===== config.mk =====
export PLATFORM = sky130hd
export DESIGN_NAME = rr_arbiter_flat
export DESIGN_NICKNAME = d
export VERILOG_FILES = /design/src/rtl/rr_arbiter_pkg.sv /design/src/rtl/rr_arbiter_if.sv /design/src/rtl/rr_arbiter_pick.sv /design/src/rtl/rr_arbiter.sv /design/src/flat_wrapper.sv
export SDC_FILE = /design/constraint.sdc
export NUM_CORES = 1
export LEC_CHECK = 0
export ABC_CLOCK_PERIOD_IN_PS = 2320
export CORE_ASPECT_RATIO = 1.1
export CORE_MARGIN = 8
export CORE_UTILIZATION = 35
export CTS_CLUSTER_SIZE = 14
export DETAILED_ROUTE_END_ITERATION = 7
export PLACE_DENSITY = 0.6
export REMOVE_ABC_BUFFERS = 1
export SYNTH_ARGS = -nofsm -noshare
export SYNTH_HDL_FRONTEND = slang
export SYNTH_HIERARCHICAL = 1
export SYNTH_SLANG_ARGS = --single-unit

===== constraint.sdc =====
create_clock -name clk -period 2.32 [get_ports clk]
set_input_delay 0.348 -clock clk [delete_from_list [all_inputs] [get_ports clk]]
set_output_delay 0.348 -clock clk [all_outputs]
set_load 0.01 [all_outputs]

===== src/rtl/rr_arbiter_pkg.sv =====
// Shared types and helpers for the round-robin arbiter.
package rr_arbiter_pkg;

  typedef enum logic {IDLE, GRANT} arb_state_t;

  // Index of the highest set bit; callers pass a one-hot value, so it is the only one.
  function automatic int unsigned onehot_to_idx(input logic [31:0] oh);
    int unsigned idx;
    idx = 0;
    for (int unsigned i = 0; i < 32; i++) begin
      if (oh[i]) idx = i;
    end
    return idx;
  endfunction

endpackage


===== src/rtl/rr_arbiter_if.sv =====
// Request/grant bundle between requesters (master) and the arbiter (slave).
interface rr_arbiter_if #(
  parameter int unsigned N_REQ = 4
);
  localparam int unsigned ID_W = $clog2(N_REQ);

  logic [N_REQ-1:0] req;
  logic [N_REQ-1:0] gnt;
  logic [ID_W-1:0]  gnt_id;
  logic             gnt_valid;
  logic             any_req;

  modport master (output req, input gnt, input gnt_id, input gnt_valid, input any_req);
  modport slave  (input req, output gnt, output gnt_id, output gnt_valid, output any_req);
endinterface


===== src/rtl/rr_arbiter_pick.sv =====
// Combinational round-robin search: first set bit of (req & mask) at or after base, wrapping.
module rr_pick #(
  parameter int unsigned N_REQ = 4,
  localparam int unsigned ID_W = $clog2(N_REQ)
) (
  input  logic [N_REQ-1:0] req,
  input  logic [N_REQ-1:0] mask,
  input  logic [ID_W-1:0]  base,
  output logic             found,
  output logic [ID_W-1:0]  idx
);

  logic [N_REQ-1:0] cand;
  logic [N_REQ-1:0] rot;
  logic [ID_W-1:0]  off;
  logic [ID_W:0]    sum;

  assign cand  = req & mask;
  assign found = |cand;
  // Double-width copy shifted by base puts bit base at position 0, wrapping for free.
  assign rot   = N_REQ'({cand, cand} >> base);

  always_comb begin
    off = '0;
    for (int i = N_REQ - 1; i >= 0; i--) begin
      if (rot[i]) off = ID_W'(i);
    end
  end

  always_comb begin
    sum = {1'b0, base} + {1'b0, off};
    if (sum >= (ID_W + 1)'(N_REQ)) sum = sum - (ID_W + 1)'(N_REQ);
    idx = sum[ID_W-1:0];
  end

endmodule


===== src/rtl/rr_arbiter.sv =====
// Round-robin arbiter with registered one-hot grant and optional hold limit under contention.
module rr_arbiter
  import rr_arbiter_pkg::*;
#(
  parameter int unsigned N_REQ    = 4,
  parameter int unsigned MAX_HOLD = 4
) (
  input logic         clk,
  input logic         rst,
  rr_arbiter_if.slave bus
);

  localparam int unsigned ID_W   = $clog2(N_REQ);
  localparam int unsigned HOLD_W = $clog2(MAX_HOLD) + 1;
  localparam logic [HOLD_W-1:0] HOLD_LAST = HOLD_W'((MAX_HOLD == 0) ? 0 : MAX_HOLD - 1);

  arb_state_t        state_q;
  logic [ID_W-1:0]   ptr_q;
  logic [HOLD_W-1:0] hold_q;
  logic [N_REQ-1:0]  gnt_q;
  logic [ID_W-1:0]   gnt_id_q;
  logic              gnt_valid_q;

  logic [N_REQ-1:0]  mask;
  logic              found;
  logic [ID_W-1:0]   pick_idx;
  logic              owner_req;
  logic              hold_expired;

  function automatic logic [ID_W-1:0] next_idx(input logic [ID_W-1:0] i);
    return (i == ID_W'(N_REQ - 1)) ? '0 : i + ID_W'(1);
  endfunction

  // While granted, ptr already equals owner+1, so one search serves both IDLE and GRANT.
  assign mask         = (state_q == IDLE) ? '1 : ~gnt_q;
  assign owner_req    = |(bus.req & gnt_q);
  assign hold_expired = (MAX_HOLD != 0) && (hold_q == HOLD_LAST);

  rr_pick #(
    .N_REQ(N_REQ)
  ) u_pick (
    .req  (bus.req),
    .mask (mask),
    .base (ptr_q),
    .found(found),
    .idx  (pick_idx)
  );

  always_ff @(posedge clk or posedge rst) begin
    if (rst) begin
      state_q     <= IDLE;
      ptr_q       <= '0;
      hold_q      <= '0;
      gnt_q       <= '0;
      gnt_id_q    <= '0;
      gnt_valid_q <= 1'b0;
    end else begin
      unique case (state_q)
        IDLE: begin
          if (found) begin
            state_q     <= GRANT;
            gnt_q       <= N_REQ'(1) << pick_idx;
            gnt_id_q    <= pick_idx;
            gnt_valid_q <= 1'b1;
            ptr_q       <= next_idx(pick_idx);
            hold_q      <= '0;
          end
        end
        GRANT: begin
          if ((!owner_req || hold_expired) && found) begin
            gnt_q       <= N_REQ'(1) << pick_idx;
            gnt_id_q    <= pick_idx;
            ptr_q       <= next_idx(pick_idx);
            hold_q      <= '0;
          end else if (!owner_req) begin
            state_q     <= IDLE;
            gnt_q       <= '0;
            gnt_valid_q <= 1'b0;
            hold_q      <= '0;
          end else if (hold_q != HOLD_LAST) begin
            hold_q      <= hold_q + HOLD_W'(1);
          end
        end
        default: state_q <= IDLE;
      endcase
    end
  end

  assign bus.gnt       = gnt_q;
  assign bus.gnt_id    = gnt_id_q;
  assign bus.gnt_valid = gnt_valid_q;
  assign bus.any_req   = |bus.req;

  a_grant_onehot: assert property (@(posedge clk) disable iff (rst)
    (state_q == GRANT) |-> ($onehot(gnt_q) && gnt_valid_q &&
                            (gnt_id_q == ID_W'(onehot_to_idx(32'(gnt_q))))));

  a_idle_quiet: assert property (@(posedge clk) disable iff (rst)
    (state_q == IDLE) |-> ((gnt_q == '0) && !gnt_valid_q));

endmodule


===== src/flat_wrapper.sv =====
// flat-port wrapper written by rule: the top's interface ports become plain ports
module rr_arbiter_flat import rr_arbiter_pkg::*;
#(
  parameter int unsigned N_REQ    = 4,
  parameter int unsigned MAX_HOLD = 4
)
  (clk, rst, bus_req, bus_gnt, bus_gnt_id, bus_gnt_valid, bus_any_req);
  rr_arbiter_if #(.N_REQ(N_REQ)) bus_i ();
  input logic clk;
  input logic rst;
  input wire logic [$bits(bus_i.req)-1:0] bus_req;
  output wire logic [$bits(bus_i.gnt)-1:0] bus_gnt;
  output wire logic [$bits(bus_i.gnt_id)-1:0] bus_gnt_id;
  output wire logic [$bits(bus_i.gnt_valid)-1:0] bus_gnt_valid;
  output wire logic [$bits(bus_i.any_req)-1:0] bus_any_req;
  assign bus_i.req = bus_req;
  assign bus_gnt = bus_i.gnt;
  assign bus_gnt_id = bus_i.gnt_id;
  assign bus_gnt_valid = bus_i.gnt_valid;
  assign bus_any_req = bus_i.any_req;
  rr_arbiter #(.N_REQ(N_REQ), .MAX_HOLD(MAX_HOLD)) u_core (.clk(clk), .rst(rst), .bus(bus_i));
endmodule

# After elaboration in Yosys (flattened, before gate mapping)
# Cells that the tools add are included.
# Widths: inputs -> output; s select.
[totals] ff_bits=13 latch_bits=0 mem_bits_rw=0 romBits=0 in_bits=6 wordCells=66 mem_count=0
[op_classes] addsub=4 mul=0 div=0 n_lt_le_gt_ge=1 eq_ne=9 n_shift=2 muxes=30 bitwise=4 reduce_logical=10
[ops] op="$mux 2" n=10
[ops] op="$mux 4" n=4
[ops] op="$mux 3" n=4
[ops] op="$reduce_or 4->1" n=3
[ops] op="$and 4x4->4" n=2
[ops] op="$pmux 2 s2" n=2
[ops] op="$pmux 4 s2" n=1
[ops] op="$shr 8x2->4" n=1
[ops] op="$mux 1" n=6
[ops] op="$ne 2x2->1 const B" n=3
[ops] op="$pmux 3 s2" n=1
[ops] op="$reduce_and 2->1" n=3
[ops] op="$ne 4x4->1 const B" n=1
[ops] op="$not 4->4" n=1
[ops] op="$pmux 1 s2" n=2
[ops] op="$shl 1x2->4 const A" n=1
[ops] op="$add 2x2->3" n=1
[ops] op="$add 3x1->3 const B" n=1
[ops] op="$eq 3x2->1 const B" n=1
[ops] op="$ge 3x3->1 const B" n=1
[ops] op="$ne 3x2->1 const B" n=1
[ops] op="$ne 3x3->1 const B" n=1
[ops] op="$reduce_and 3->1" n=1
[ops] op="$add 2x1->2 const B" n=1
[ops] op="7 further kinds" n=7

# Longest topological paths before layout
[logic_depth] ltp_word=15 depth_mapped=11 depth_no_buf=11

# Modules after synthesis
# Netlist, hierarchy kept.
[modules_own_cells] mod="rr_arbiter" instances=1 cells_each=70 area_per_inst_um2=718.2
[modules_own_cells] mod="rr_pick" instances=1 cells_each=23 area_per_inst_um2=167.7

# Worst setup path before layout
# No wires, ideal clock.
[synth_timing] path_kind="flip-flop to flip-flop" start="reg u_core.gnt_q[2], in the netlist u_core/bus.gnt[2]" end="reg u_core.ptr_q[1]" setup_time_ps=125 arrival_time_ps=2160 required_ps=2195 slack_ps=36 stages_incl_launch_ff=11 cell_sequence="dfrtp_1 -> nand2_1 -> nand2_1 -> mux2_2 -> a22oi_1 -> o2bb2ai_1 -> ha_1 -> xor2_1 -> inv_1 -> ha_1 -> mux2_2"
[synth_via] elab_chain_cells=15 word_cells_on_any_way=27
[synth_rtl] element="from (decl)" line="rr_arbiter.sv:20" source="logic [N_REQ-1:0] gnt_q;"
[synth_rtl] element="from (signal assigned)" line="rr_arbiter.sv:62" source="gnt_q <= N_REQ'(1) << pick_idx;"
[synth_rtl] element="from (signal assigned)" line="rr_arbiter.sv:71" source="gnt_q <= N_REQ'(1) << pick_idx;"
[synth_rtl] element="$not 4->4 *" line="rr_arbiter.sv:35" source="assign mask = (state_q == IDLE) ? '1 : ~gnt_q;"
[synth_rtl] element="$mux 4 *" line="rr_arbiter.sv:35"
[synth_rtl] element="named net u_core.mask[2]" line="rr_arbiter.sv:24" source="logic [N_REQ-1:0] mask;"
[synth_rtl] element="$and 4x4->4 *" line="rr_arbiter_pick.sv:18" source="assign cand = req & mask;"
[synth_rtl] element="$shr 8x2->4 *" line="rr_arbiter_pick.sv:21" source="assign rot = N_REQ'({cand, cand} >> base);"
[synth_rtl] element="$mux 2 (3 in series)" line="rr_arbiter_pick.sv:26" source="if (rot[i]) off = ID_W'(i);"
[synth_rtl] element="$mux 2 *" line="rr_arbiter_pick.sv:26"
[synth_rtl] element="$add 2x2->3 *" line="rr_arbiter_pick.sv:31" source="sum = {1'b0, base} + {1'b0, off};"
[synth_rtl] element="$ge 3x3->1 or $sub 2x1->2 (tied branches)" line="rr_arbiter_pick.sv:32" source="if (sum >= (ID_W + 1)'(N_REQ)) sum = sum - (ID_W + 1)'(N_REQ);"
[synth_rtl] element="$mux 2 *" line="rr_arbiter_pick.sv:32"
[synth_rtl] element="named net u_core.pick_idx[1]" line="rr_arbiter.sv:26" source="logic [ID_W-1:0] pick_idx;"
[synth_rtl] element="$add 2x1->2 or $eq 2x2->1 (tied branches)" line="rr_arbiter.sv:31" source="return (i == ID_W'(N_REQ - 1)) ? '0 : i + ID_W'(1);"
[synth_rtl] element="$mux 2 *" line="rr_arbiter.sv:31"
[synth_rtl] element="$mux 2 (on tied branches)" line="rr_arbiter.sv:70, rr_arbiter.sv:60"
[synth_rtl] element="$pmux 2 s2 *" line="rr_arbiter.sv:58" source="unique case (state_q)"
[synth_rtl] element="to (signal assigned)" line="rr_arbiter.sv:65" source="ptr_q <= next_idx(pick_idx);"
[synth_rtl] element="to (signal assigned)" line="rr_arbiter.sv:73" source="ptr_q <= next_idx(pick_idx);"
[synth_rtl] element="to (decl)" line="rr_arbiter.sv:18" source="logic [ID_W-1:0] ptr_q;"
# Mark *: on every way through the listed nets, which the timed path passes. The rest lies on a longest branch. The select of a mux whose other input is x is not followed.
# A chain may end at the register's enable or synchronous reset.

# Worst setup path after layout
[layout_timing] start="in bus_req[0]" end="reg u_core.gnt_q[1], in the netlist u_core/bus.gnt[1]"
[layout_via] elab_chain_cells=12 word_cells_on_any_way=23
[layout_rtl] element="from (decl)" line="flat_wrapper.sv:11" source="input wire logic [$bits(bus_i.req)-1:0] bus_req;"
[layout_rtl] element="$and 4x4->4 *" line="rr_arbiter_pick.sv:18"
[layout_rtl] element="$shr 8x2->4 *" line="rr_arbiter_pick.sv:21"
[layout_rtl] element="$mux 2 (3 in series)" line="rr_arbiter_pick.sv:26"
[layout_rtl] element="$mux 2 *" line="rr_arbiter_pick.sv:26"
[layout_rtl] element="$add 2x2->3 *" line="rr_arbiter_pick.sv:31"
[layout_rtl] element="$ge 3x3->1 or $sub 2x1->2 (tied branches)" line="rr_arbiter_pick.sv:32"
[layout_rtl] element="$mux 2 *" line="rr_arbiter_pick.sv:32"
[layout_rtl] element="named net u_core.pick_idx[1]" line="rr_arbiter.sv:26"
[layout_rtl] element="$shl 1x2->4 *" line="rr_arbiter.sv:62, rr_arbiter.sv:71"
[layout_rtl] element="$mux 4 (on tied branches)" line="rr_arbiter.sv:70, rr_arbiter.sv:60"
[layout_rtl] element="$pmux 4 s2 *" line="rr_arbiter.sv:58"
# Marks and branches as above.

==> summary by stage <==
Place
The number of placed instances, taps included, is ~150. OpenSTA, run right after detailed placement, puts the worst setup slack at -0.415 ns. After legalization and detailed placement, the total HPWL measured 1770 um. At the end of routability-driven placement, the weighted congestion stood at 0.770. The number of buffers added on ports is 13.

STA
The smallest setup slack after layout is about 0.070 ns. Static timing analysis puts the maximum clock frequency at 0.444 GHz. At the pin with the least slew margin, the transition time is around 0.49 ns. The clock skew is roughly 0.0024 ns.

The number of hold violations in the final report is 0. The setup TNS after final layout is 0 ns. The final setup violation count is 0. Setup repair after global routing could not meet its margin everywhere. Of the available clock period, the critical path in the final layout requires 0.970.

The count of pins over their slew limit was 0. The worst path needs approximately 2.2 ns of the cycle, external delays included. The remaining max-slew budget at the tightest pin is 0.674.

Min path
In this run the worst hold path is classified as in -> async.

Finish
The area growth from synthesis to final layout is 49.9%. The number of antenna diodes in the final layout is 0. The final-layout fill cell count is 227. Of the cells placed in the final design, the portion with a size suffix greater than 1 is 0.408. At the end of the flow, the number of nets in the layout was roughly 140.

The final cell utilization of the core is 0.542. The finished layout holds 156 standard cells, fillers aside.

CTS
The cell at the root of the clock tree is clkbuf_4. Clock-pin slew was measured on the worst setup and hold paths at ~0.080 ns. No sink is reached through more buffers than the 2 on the longest clock path. The insertion delay to the later sink of the worst-skew pair is between 0.2 and 0.3 ns. The number of clock sinks is 13.

The TritonCTS clock tree is yes. CTS built an H-tree with a depth of 1. TritonCTS created 3 clock buffers.

Yosys
After synthesis, the most frequently instantiated cells are nand2_1, dfrtp_1, inv_1. In this run the mean area of a mapped cell was between 9 and 10 um2. Of the total synthesized cell area, the portion taken by AND, OR, NAND and NOR gates is 0.145. Yosys printed 6 warnings. The number of synthesized flops with an enable pin is 0. The complex-gate fraction of the synthesized area is 0.229. The post-synthesis cell type with the largest combined area is dfrtp_1. The proportion of register bits with asynchronous set or reset after synthesis is 1.00.

By instance count, the leading cell after synthesis is nand2_1. The share of synthesized area in the top cell type comes to 0.367. Counting distinct cell types in the post-synthesis netlist gives 31. The portion of synthesized area spent on multiplexers is 0.0636.

The sequential area share after synthesis is 0.367. Synthesis produced between 90 and 100 cells. Ranked by total cell area, the synthesized netlist is headed by dfrtp_1, ha_1, mux2_2. The fraction of synthesized cell area in xor and xnor cells is 0.00989. After synthesis, the largest family of logic cells by area is compound AO/OA/AOI/OAI gates. The share of synthesized cell area in full adder, half adder and majority cells is 0.112. The dominant synthesized flop cell is dfrtp_1. The number of storage elements in the synthesis netlist is 13. The cell area after technology mapping is slightly below 900 um2.

Drt
The number of nets still failing antenna checks after routing is 0. The detailed-route via count is slightly above 800. Wires add up to approximately 2500 um. The first-pass detailed-route iteration total is 4.

The number of DRC violations after detailed-routing iteration 0 is 32. After detailed routing, the number of remaining DRC violations is 0. The number of vias per cell is between 5 and 6. After detailed routing, the average wire length per cell comes to ~16 um.

Setup path
The cell family contributing the most delay on the critical path is buffers and inverters. At the worst endpoint, the arrival time is around 2.4 ns. In this run the critical register-to-register path is launched from u_core/state_q$_DFF_PP0_. The count of cell instances traversed by the critical path is 12. On the critical path, the stage with the largest delay is an instance of clkdlybuf4s50_1. The logic depth of the worst register-to-register path is 12.

The worst setup path is of the in -> reg kind. The slack of the worst reg-to-reg path is around 0.080 ns. The critical path's most frequent cell is ha_4. Along the worst path, the maximum fanout reaches 4. The critical path goes through clkdlybuf4s50_1 -> nand3_1 -> o2111ai_2 -> a22oi_2 -> o2bb2ai_2 -> ha_4 -> xor2_4 -> inv_2 -> buf_4 -> ha_4 -> nor2_1 -> a221oi_2. The kind of end point of the critical path is a flip-flop. The startpoint type of the worst setup path is a primary input. The terminus of the critical flop-to-flop path is u_core/bus.gnt[1]$_DFFE_PP0P_. The launch point of the worst path is bus_req[0]. The critical path ends at u_core/bus.gnt[1]$_DFFE_PP0P_. Data on the critical path is required at its endpoint by roughly 2.5 ns. The largest single stage delay on the critical path is between 0.5 and 0.6 ns.

Counting both buffers and inverters, the worst setup path holds a total of 3.

Global route
The first global-routing pass estimated 3990 um of wire. The number of antenna violations at the first check in global routing is 0. The met3 capacity usage during global routing is 0.0162.

The global-route layer with the greatest usage is met2. The number of global-route vias before repair is 887. Entering global routing, the biggest net connects 14 pins. For this run, global-route usage on met2 was measured as 0.232.

In the global route stage, met1 resource usage came out at 0.105. The overall overflow remaining after global route is 0. Across every metal layer, demand over resource in global routing totals 0.115.

Power
The leakage power total is 0.595 nW. Dividing total power by cell area gives a power density of between 1500 and 2000 nW/um2. The worst-case vdd ir drop is just under 1 mV.

Floorplanning
The floorplan step defined a die boundary enclosing 4400 um2. From left edge to right edge, the die measures 64.0 um. The initial core utilization is 0.362. The site row count is 19. The die outline height is a little under 70 um. For this design the top-level I/O count stands at 14.

The placeable core area is 2450 um2.

Status
The run finished with clean final reports.

Run
Max-cap violations in this run came to 0.
## flip-flops by register name, indices dropped and copies added (netlist names)
| name | cells |
|---|---|
| u_core/state_q | 1 |
| u_core/bus.gnt_valid | 1 |
| u_core/bus.gnt | 4 |
| u_core/ptr_q | 2 |
| u_core/bus.gnt_id | 2 |
| u_core/hold_q | 3 |
## per-stage QoR
stage | power [mW] | hold WS [ns] | area (um2)
after floorplan | 1.33 | 0.225 | 870
after global placement | 1.88 | 0.488 | 1160
after detailed placement | 1.93 | 0.502 | 1160
after CTS | 2.18 | 0.418 | 1240
after global routing | 2.70 | 0.478 | 1330
final | 2.48 | 0.398 | 1330
## repair_timing
item	CTS	global route
endpoints found under the setup margin	6	5
resized for setup	13	20
hold buffers	0	0
buffers inserted	1	0
hold endpoints to repair	0	0
pin swaps	5	5
## placed cells by master, fill, tap and decap left out, types with 3 or more instances in the layout
cell and instances:
a21oi_1 3, a221oi_1 3, buf_4 15, clkbuf_4 3
clkdlybuf4s50_1 10, dfrtp_1 11, ha_4 3, inv_1 12
mux2_2 4, nand2_1 9, nand2_2 4, nor2_1 6
## worst min path at each step
stage / from / endpoint / slack [ns] / depth (start not counted)
after floorplan: rst / u_core/bus.gnt[0]$_DFFE_PP0P_ / 0.22 / 1
after global placement: u_core/hold_q[0]$_DFFE_PP0P_ / u_core/hold_q[0]$_DFFE_PP0P_ / 0.49 / 1
after detailed placement: u_core/bus.gnt_id[0]$_DFFE_PP0P_ / u_core/bus.gnt_id[0]$_DFFE_PP0P_ / 0.50 / 1
after CTS: rst / u_core/bus.gnt_valid$_DFFE_PP0P_ / 0.42 / 2
after global routing: rst / u_core/bus.gnt_valid$_DFFE_PP0P_ / 0.48 / 2
final: rst / u_core/bus.gnt[2]$_DFFE_PP0P_ / 0.40 / 2
## layer usage
layer,vias up,share of wire
met5,-,0
met4,0,0.039
met3,7,0.041
met2,18,0.54
met1,401,0.38
li1,399,-
## kinds of logic (layout without fill, tap and decap cells)
logic type                 after synthesis  in the layout
AOI/OAI and AO/OA                       23             23
xor gates and xnor gates                 1              1
adders and majority gates                8              8
buffers and inverters                   15             47
DFF                                     13             13
muxes                                    5              5
and+or+nand+nor                         28             28
## area by class of cell
cell class,instances,area [um2],area share
well taps,31,38.8,0.0292
multi-input cells,65,617,0.465
inverters,13,48.8,0.0368
flip-flops and latches,13,328,0.247
repair buffers,30,269,0.203
clock buffers,4,26.3,0.0198
## power by group
group | total (mW) | leakage, nW | internal (mW) | switching [mW]
sequential | 0.448 | 0.155 | 0.352 | 0.0961
combinational | 1.89 | 0.426 | 0.966 | 0.928
clock | 0.135 | 0.0150 | 0.0664 | 0.0683
## worst reg2reg max path, cell delays in order (launching register included)
cell and delay, ns:
dfrtp_2 0.46, nand2_4 0.09, nand2_2 0.06, mux2_4 0.29, a22oi_2 0.17, o2bb2ai_2 0.10
ha_4 0.18, xor2_4 0.19, inv_2 0.09, buf_4 0.12, ha_4 0.13, nand2_1 0.06
a221oi_2 0.22
Power figures use the tool's default switching activity.
